--- src/rtl/spi_cmd_controller.sv ---
// SPI command framer: turns the slave-select framed byte stream into
// auto-incrementing register writes, with per-frame status and a bad-frame count.
module spi_cmd_controller #(
    parameter int ADDR_WIDTH     = 7,
    parameter int MAX_BURST      = 16,
    parameter int TIMEOUT_CYCLES = 1000000
) (
    input  logic                  clk,
    input  logic                  rst,
    input  logic                  spi_ss,
    input  logic [7:0]            byte_in,
    input  logic                  byte_valid,
    output logic [ADDR_WIDTH-1:0] reg_addr,
    output logic [7:0]            reg_wdata,
    output logic                  reg_we,
    output logic                  frame_active,
    output logic                  frame_done,
    output logic                  frame_ok,
    output logic [7:0]            err_count
);
    localparam int TW = $clog2(TIMEOUT_CYCLES);
    localparam int CW = $clog2(MAX_BURST + 1);

    typedef enum logic [1:0] {
        ST_IDLE,
        ST_HEADER,
        ST_DATA,
        ST_DISCARD
    } state_t;

    state_t                r_state;
    logic                  r_ss_meta;
    logic                  r_ss_sync;
    logic                  r_ss_act_d;
    logic [ADDR_WIDTH-1:0] r_addr;
    logic [CW-1:0]         r_cnt;
    logic [TW-1:0]         r_timer;
    logic                  r_bad;
    logic                  r_hdr_ok;
    logic [ADDR_WIDTH-1:0] r_reg_addr;
    logic [7:0]            r_reg_wdata;
    logic                  r_reg_we;
    logic                  r_frame_done;
    logic                  r_frame_ok;
    logic [7:0]            r_err_count;

    logic          w_ss_act;
    logic          w_start;
    logic          w_end;
    logic          w_timing;
    logic          w_hdr_good;
    logic          w_hdr_bad;
    logic          w_write;
    logic          w_ovf;
    logic          w_timeout;
    logic          w_bad_next;
    logic          w_hdr_ok_next;
    logic [CW-1:0] w_cnt_next;
    logic          w_frame_ok;

    assign w_ss_act = ~r_ss_sync;
    assign w_start  = w_ss_act & ~r_ss_act_d;
    assign w_end    = ~w_ss_act & r_ss_act_d;
    assign w_timing = (r_state == ST_HEADER) || (r_state == ST_DATA);

    // Per-cycle byte decode; the frame-end status is built from these so a
    // byte arriving in the end-detect cycle is already included.
    always_comb begin
        w_hdr_good    = (r_state == ST_HEADER) && byte_valid && byte_in[7];
        w_hdr_bad     = (r_state == ST_HEADER) && byte_valid && !byte_in[7];
        w_write       = (r_state == ST_DATA) && byte_valid && (r_cnt < CW'(MAX_BURST));
        w_ovf         = (r_state == ST_DATA) && byte_valid && (r_cnt == CW'(MAX_BURST));
        w_timeout     = w_timing && !byte_valid && (r_timer == TW'(TIMEOUT_CYCLES - 1));
        w_bad_next    = r_bad | w_hdr_bad | w_ovf | w_timeout;
        w_hdr_ok_next = r_hdr_ok | w_hdr_good;
        w_cnt_next    = r_cnt + CW'(w_write);
        w_frame_ok    = w_hdr_ok_next && (w_cnt_next != '0) && !w_bad_next;
    end

    always_ff @(posedge clk) begin
        if (rst) begin
            r_state      <= ST_IDLE;
            r_ss_meta    <= 1'b1;
            r_ss_sync    <= 1'b1;
            r_ss_act_d   <= 1'b0;
            r_addr       <= '0;
            r_cnt        <= '0;
            r_timer      <= '0;
            r_bad        <= 1'b0;
            r_hdr_ok     <= 1'b0;
            r_reg_addr   <= '0;
            r_reg_wdata  <= '0;
            r_reg_we     <= 1'b0;
            r_frame_done <= 1'b0;
            r_frame_ok   <= 1'b0;
            r_err_count  <= '0;
        end else begin
            r_ss_meta    <= spi_ss;
            r_ss_sync    <= r_ss_meta;
            r_ss_act_d   <= w_ss_act;
            r_reg_we     <= 1'b0;
            r_frame_done <= 1'b0;
            r_frame_ok   <= 1'b0;

            if (r_state == ST_IDLE) begin
                if (w_start) begin
                    r_state  <= ST_HEADER;
                    r_cnt    <= '0;
                    r_timer  <= '0;
                    r_bad    <= 1'b0;
                    r_hdr_ok <= 1'b0;
                end
            end else begin
                if (w_hdr_good)
                    r_addr <= byte_in[ADDR_WIDTH-1:0];
                if (w_write) begin
                    r_reg_we    <= 1'b1;
                    r_reg_addr  <= r_addr;
                    r_reg_wdata <= byte_in;
                    r_addr      <= r_addr + 1'b1;
                end
                if (w_timing)
                    r_timer <= byte_valid ? '0 : r_timer + 1'b1;
                r_cnt    <= w_cnt_next;
                r_bad    <= w_bad_next;
                r_hdr_ok <= w_hdr_ok_next;

                if (w_end) begin
                    r_state      <= ST_IDLE;
                    r_frame_done <= 1'b1;
                    r_frame_ok   <= w_frame_ok;
                    if (w_bad_next && (r_err_count != 8'hFF))
                        r_err_count <= r_err_count + 8'd1;
                end else if (w_hdr_bad || w_ovf || w_timeout) begin
                    r_state <= ST_DISCARD;
                end else if (w_hdr_good) begin
                    r_state <= ST_DATA;
                end
            end
        end
    end

    assign reg_addr     = r_reg_addr;
    assign reg_wdata    = r_reg_wdata;
    assign reg_we       = r_reg_we;
    assign frame_active = (r_state != ST_IDLE);
    assign frame_done   = r_frame_done;
    assign frame_ok     = r_frame_ok;
    assign err_count    = r_err_count;

endmodule

--- config.mk ---
export PLATFORM = sky130hd
export DESIGN_NAME = spi_cmd_controller
export DESIGN_NICKNAME = d
export VERILOG_FILES = /design/src/rtl/spi_cmd_controller.sv
export SDC_FILE = /design/constraint.sdc
export NUM_CORES = 1
export LEC_CHECK = 0
export ABC_AREA = 0
export CAP_MARGIN = 20
export CORE_UTILIZATION = 40
export DETAILED_ROUTE_END_ITERATION = 8
export PLACE_DENSITY_LB_ADDON = 0.15
export SETUP_SLACK_MARGIN = 0.15
export SYNTH_ARGS = -nofsm -noshare
export SYNTH_HDL_FRONTEND = slang
export SYNTH_SLANG_ARGS = --single-unit
--- constraint.sdc ---
create_clock -name clk -period 2.7 [get_ports clk]
set_clock_uncertainty 0.05 [all_clocks]
set_input_delay 0.54 -clock clk [delete_from_list [all_inputs] [get_ports clk]]
set_output_delay 0.54 -clock clk [all_outputs]
set_load 0.02 [all_outputs]
== After elaboration in Yosys (flattened, before gate mapping) ==
Index checks and enable logic that the tools add are counted.
Cells by class
  add/subtract/negate cells: 4
  $lt $le $gt $ge: 1
  eq/ne operators: 6
  mux-type cells: 18
  bitwise operators: 10
  reduce and logical (&&, ||, !) cells: 30
Operator list (count)
  $mux 20: 4
  $add 20x1->20 const B: 1
  $eq 20x20->1 const B: 1
  $mux 7: 2
  $logic_and 1x1->1: 11
  $mux 2: 5
  $mux 5: 2
  $add 8x1->8 const B: 1
  $ne 8x8->1 const B: 1
  $reduce_and 2->1: 4
  $add 7x1->7 const B: 1
  $reduce_bool 2->1: 3
  $add 5x1->5: 1
  $eq 5x5->1 const B: 1
  $lt 5x5->1 const B: 1
  $mux 1: 5
  $reduce_bool 5->1: 1
  $not 1->1: 4
  $or 1x1->1: 4
  $reduce_bool 4->1: 1
  $logic_not 1->1: 3
  $logic_or 1x1->1: 3
  $reduce_and 3->1: 1
  $reduce_or 3->1: 1
  6 further kinds: 7
Storage, ports and cells
  bits in registers: 65
  bits of input ports: 12
  output and inout bits: 27
  word-level logic and storage cells: 84

== Logic depth before layout (Yosys ltp) ==
  depth in word-level cells: 8
  mapped depth: 10
  mapped depth without buffers: 10

== Least setup slack after synthesis ==
Ideal clock, no wire load.
  kind: flip-flop to flip-flop
  start: register r_state[1]
  end: register r_timer[11]
  setup time: 0.128 ns
  data arrival time: 2.094 ns
  required time: 2.522 ns
  path slack: 0.429 ns
  cell stages (with the launch flop): 10
  buffers on the path: 3
  clock period less this slack: 2.271 ns
  cells stage by stage: dfxtp_1 inv_1 ha_1 buf_2 or3b_1 and2_1 clkbuf_1 o21bai_1 clkbuf_1 nor2_1
On the way
  longest elaborated chain between the ends: 4
  elaborated cells on any way between the ends: 8
  those cells by class: eq/ne: 3; mux: 1; reduce/logical: 4
RTL lines
  start, declared: RTL line 31  | state_t r_state;
  start signal, assigned: RTL line 82  | r_state <= ST_IDLE;
  start signal, assigned: RTL line 107  | r_state <= ST_HEADER;
  start signal, assigned: RTL line 129  | r_state <= ST_IDLE;
  $eq 2x1->1 / $eq 2x2->1 (equally long branches): RTL line 64  | assign w_timing = (r_state == ST_HEADER) || (r_state == ST_DATA);
  $logic_or 1x1->1: RTL line 64
  $reduce_bool 2->1 (no source line)
  $reduce_and 2->1 (no source line)
  end signal, assigned: RTL line 123  | r_timer <= byte_valid ? '0 : r_timer + 1'b1;
  end, declared: RTL line 37  | logic [TW-1:0] r_timer;
Parallel ways exist; a longest one is shown, timed or not.
A chain may end at the register's enable or synchronous reset.

== Worst setup path in the final report ==
  start: register r_state[0]
  end: register r_err_count[7] (netlist: err_count[7])
On the way
  longest elaborated chain between the ends: 8
  elaborated cells on any way between the ends: 16
  those cells by class: eq/ne: 2; bitwise: 4; reduce/logical: 10
RTL lines
  $eq 2x1->1: RTL line 64, 70
  $logic_and 1x1->1 (2 in series): RTL line 70  | w_hdr_bad = (r_state == ST_HEADER) && byte_valid && !byte_in[7];
  $or 1x1->1 (3 in series): RTL line 74  | w_bad_next = r_bad | w_hdr_bad | w_ovf | w_timeout;
  $logic_and 1x1->1: RTL line 132  | if (w_bad_next && (r_err_count != 8'hFF))
  $reduce_and 3->1 (no source line) (*)
  end signal, assigned: RTL line 133  | r_err_count <= r_err_count + 8'd1;
  end, declared: RTL line 45  | logic [7:0] r_err_count;
Every way passes the cells marked *; elsewhere a longest branch is shown, timed or not.

==> results.txt <==
Summed over all cells, the static leakage comes to 1.311 nW. The tool flagged a number of max-cap violations equal to 0. The number of buffers created by CTS was 9. The largest family of logic cells by synthesized area is simple AND/OR/NAND/NOR gates. For the worst endpoint data arrival time, the log shows 2550 ps.

Based on the critical path, the design can be clocked at up to 430.5 MHz. The largest fanout on the critical path was 10; the die width was 89.51 µm. For this run, the detailed router's first-pass iteration total came to 4.

The mapped netlist covers 3063 µm². The wire-length estimate of the detail-placed layout is 4865 µm. At the end of routability-driven placement, the weighted congestion stood at 0.8412. In the final layout, the multi-input gates occupy 1658 µm². Synthesis inferred 65 register bits. STA classifies the critical path startpoint as a flop.

The proportion of synthesized area in mux cells came out at 2.492%. For the post-cts hold buffer count, the log shows 0. The cell sitting at the root of the clock tree is a sky130_fd_sc_hd__clkbuf_8.

The worst reg2reg path endpoint was err_count[7]. For the summed area of non-filler cells in the final layout, the log shows 3756 µm². Slowest library cell on the worst path: sky130_fd_sc_hd__or4_1.

In the final routed layout, each cell accounts on average for 13.25 µm. The mean instance size in the synthesized netlist was 8.103 µm²; the instance area after placement was 3578 µm². For the hold violation count in the final report, the log shows 0.

The critical path in this run is classified as flop to flop. The synthesized netlist net count came out at 398. The flow ran to the end, and the final reports show no timing, DRC or antenna violations. The fraction of registers with async set or reset after synthesis was 0%; the transition time at the pin with the least slew margin was 565.2 ps. The tools report the total number of vias as 2790. The clock tree synthesis step divided the H-tree into 3 levels. The first global-routing pass estimated 11630 µm of wire. For this design, the sink count on the clock tree is 65.

The synthesized netlist devotes 4.003% of its cell area to XOR and XNOR gates. The total area inside the core boundary comes to 7331 µm². The clock transition time at the flip-flop clock pins of the worst setup and hold paths is 80 ps, and the area fraction in compound gates after synthesis is 16.30%. The pin count of the biggest net entering global routing came out at 34. 39 I/O pins were placed. The simple-gate share of the synthesized area is 28.06%.

For the antenna diode count, the log shows 0. The most common cell after layout, fill and taps aside was sky130_fd_sc_hd__dfxtp_1. For the worst setup path, the data required time is 2930 ps. The post-synthesis to final-layout area growth is 22.63%. The first routing iteration left 155 violations. Setup violations remaining at the end of the flow were counted as 0.

TritonCTS built the clock tree. The run gives 31 as the cell row count. In this run the tightest slew margin relative to its limit is 61.35%. The tools report the aggregate global-route resource usage as 19.23%. The die span in y is 89.51 µm, and the share of post-route cells with drive strength above 1 is 8.899%.

Clock latency on the worst-skew pair: 350 ps. In the layout the commonest cells are 65 x sky130_fd_sc_hd__dfxtp_1, 57 x sky130_fd_sc_hd__nand2_1, 50 x sky130_fd_sc_hd__nor2_1. Setup repair after global routing left no endpoint under its margin. Of the total synthesized cell area, the portion taken by full adders, half adders and majority gates is 3.268%. Once detail routing completed, the nets flagged for antenna violations numbered 0.

The run gives 0 as the number of DRC violations after detailed routing. Traced cell by cell, the critical path runs through inv_1, ha_1, nand3b_1, a31oi_1, nand4_1, or4_1, a21oi_1. In the final layout, flip-flops and latches occupy 1301 µm². The delay contributed by the slowest stage of the critical path is 500 ps, and the filler cell count in the final layout is 700.

The register area share after synthesis is 42.48%. For this run the aggregate overflow at the end of global routing stands at 0. The minimum clock period after layout was 2323 ps; the initial core utilization was 41.78%. The fraction of the cycle the final worst path needs came out at 86.04%. The most frequently used flop master after synthesis is sky130_fd_sc_hd__dfxtp_1.

The die covers 8011 µm². The initial antenna violation count is 0. The setup slack of the worst register-to-register path came out at 380 ps. The number of flops mapped to enable cells by yosys was 0. The number of cells on the worst reg-to-reg path came out at 7.

Hold path endpoint: r_ss_sync. The logs give 2467 for the via count of the first global-routing pass and 378 for the number of instances in the synthesized netlist. For this run, the post-layout net count is 442. Across the VDD grid, the largest voltage drop is 0.0002618 V. The design draws 1.916 mW. The worst register-to-register path begins at r_state[0]. The Yosys step of the flow raised 0 warnings. Dividing the detail-routed via count by the number of cells gives 5.304. Quantity of I/O buffers inserted on ports: 38. Class of the tightest hold or removal check: flop to flop.

The clock passes through at most 2 buffers. Type of destination of the critical path: a flop. The startpoint identified for the worst hold timing path is r_ss_meta. The final setup TNS was 0 ps; the total count of max-transition violations in the final report was 0. The ratio of total power to cell area is 510.1 nW/µm², and the final wirelength is 6969 µm.

The cell depth of the worst hold path is 1, and the count of different cell masters after synthesis is 49.
-- state kept, by name, summed over array words and instances, names as in the netlist, 2 cells and up --
| register | count |
|---|---|
| err_count | 8 |
| r_addr | 7 |
| r_timer | 20 |
| r_cnt | 5 |
| reg_addr | 7 |
| reg_wdata | 8 |
| r_state | 2 |
-- critical path: cells and delay by family (launching register included) --
| kind | cells | cell delay (ps) |
|---|---|---|
| compound gates | 2 | 470 |
| fa+ha+maj | 1 | 320 |
| buf+inv | 1 | 90 |
| flops | 1 | 360 |
| simple gates | 3 | 970 |
-- cell families (layout without fill, tap and decap cells) --
| logic type | count (synthesis) | count (layout) |
|---|---|---|
| AO/OA/AOI/OAI | 80 | 80 |
| flip-flops | 65 | 65 |
| XOR/XNOR | 14 | 14 |
| buffers and inverters | 25 | 74 |
| adder cells (fa/ha/maj) | 8 | 8 |
| AND/OR/NAND/NOR | 179 | 179 |
| multiplexers | 7 | 7 |
-- per-layer routing --
layer | wire (µm) | share of wire [%] | vias to the layer above | global-route usage, %
met5 | 0 | 0 | - | 0
met4 | 31 | 0.44 | 0 | 6.494
met3 | 316 | 4.5 | 2 | 6.464
met2 | 2958 | 42 | 61 | 27.20
met1 | 3662 | 53 | 1295 | 27.26
li1 | - | - | 1432 | -
-- cell type report --
cell class / instances / share of cell area, %
Multi-Input combinational cell: 288 / 44.14
Sequential cell: 65 / 34.64
Timing Repair Buffer: 50 / 12.36
Clock buffer: 9 / 3.298
Tap cell: 99 / 3.298
Clock inverter: 7 / 1.466
Inverter: 8 / 0.7995
-- synth_stat cells (all sizes together), types with 2 or more instances --
cell type  count  area, µm²
a31oi          4      25.02
nand3         12      60.06
nand2         57      214.0
a21oi         29      145.1
or4            4      30.03
xnor2          7      61.31
a211oi         4      30.03
or3            2      12.51
nand2b         8      50.05
a311oi         2      17.52
or2            2      12.51
nor4           3      18.77
mux2           5      56.30
inv            8      30.03
ha             8      100.1
clkbuf        12      45.04
nand3b         5      37.54
a41oi          2      17.52
and3           8      50.05
mux2i          2      20.02
xor2           7      61.31
a22oi          7      52.55
dfxtp         65       1301
o31ai          4      30.03
nand4          8      50.05
buf            5      28.78
a21bo          2      20.02
nor2          50      187.7
nor2b          5      31.28
o21ai         17      85.08
o211ai         2      15.01
nor3           7      35.03
-- how the worst max path moves through the flow --
stage                from            to  slack [ps]  cells past startpoint
2_1_floorplan  r_state[1]   r_timer[11]         430                      9
3_3_place_gp   byte_valid      frame_ok         190                      8
3_5_place_dp   byte_valid  err_count[7]          90                      6
4_1_cts        r_state[0]  err_count[7]         380                      7
5_1_grt        r_state[1]   r_timer[14]         170                      7
6_report       r_state[0]  err_count[7]         380                      7
-- metrics by stage --
stage | util, % | cells | hold slack (ps) | setup slack (ps)
CTS | 51.24 | 526 | 391.2 | 376.1
floorplan | - | 378 | 339.5 | 428.7
global placement | 48.81 | 510 | 354.3 | 189.5
global route | 51.24 | 526 | 415.4 | 166.9
detailed placement | 48.81 | 510 | 363.3 | 86.93
finish | 51.24 | 526 | 385.0 | 377.1
-- power breakdown --
part	switching [mW]	total (mW)	internal, mW
Sequential	0.0106	0.979	0.968
Combinational	0.113	0.184	0.0714
Clock	0.413	0.753	0.340
Total	0.536	1.92	1.38
-- timing repair --
action,4_1_cts,5_1_grt
gates resized for setup,1,0
buffers inserted,0,0
endpoints found under the setup margin,1,0
Power figures use the tool's default switching activity.
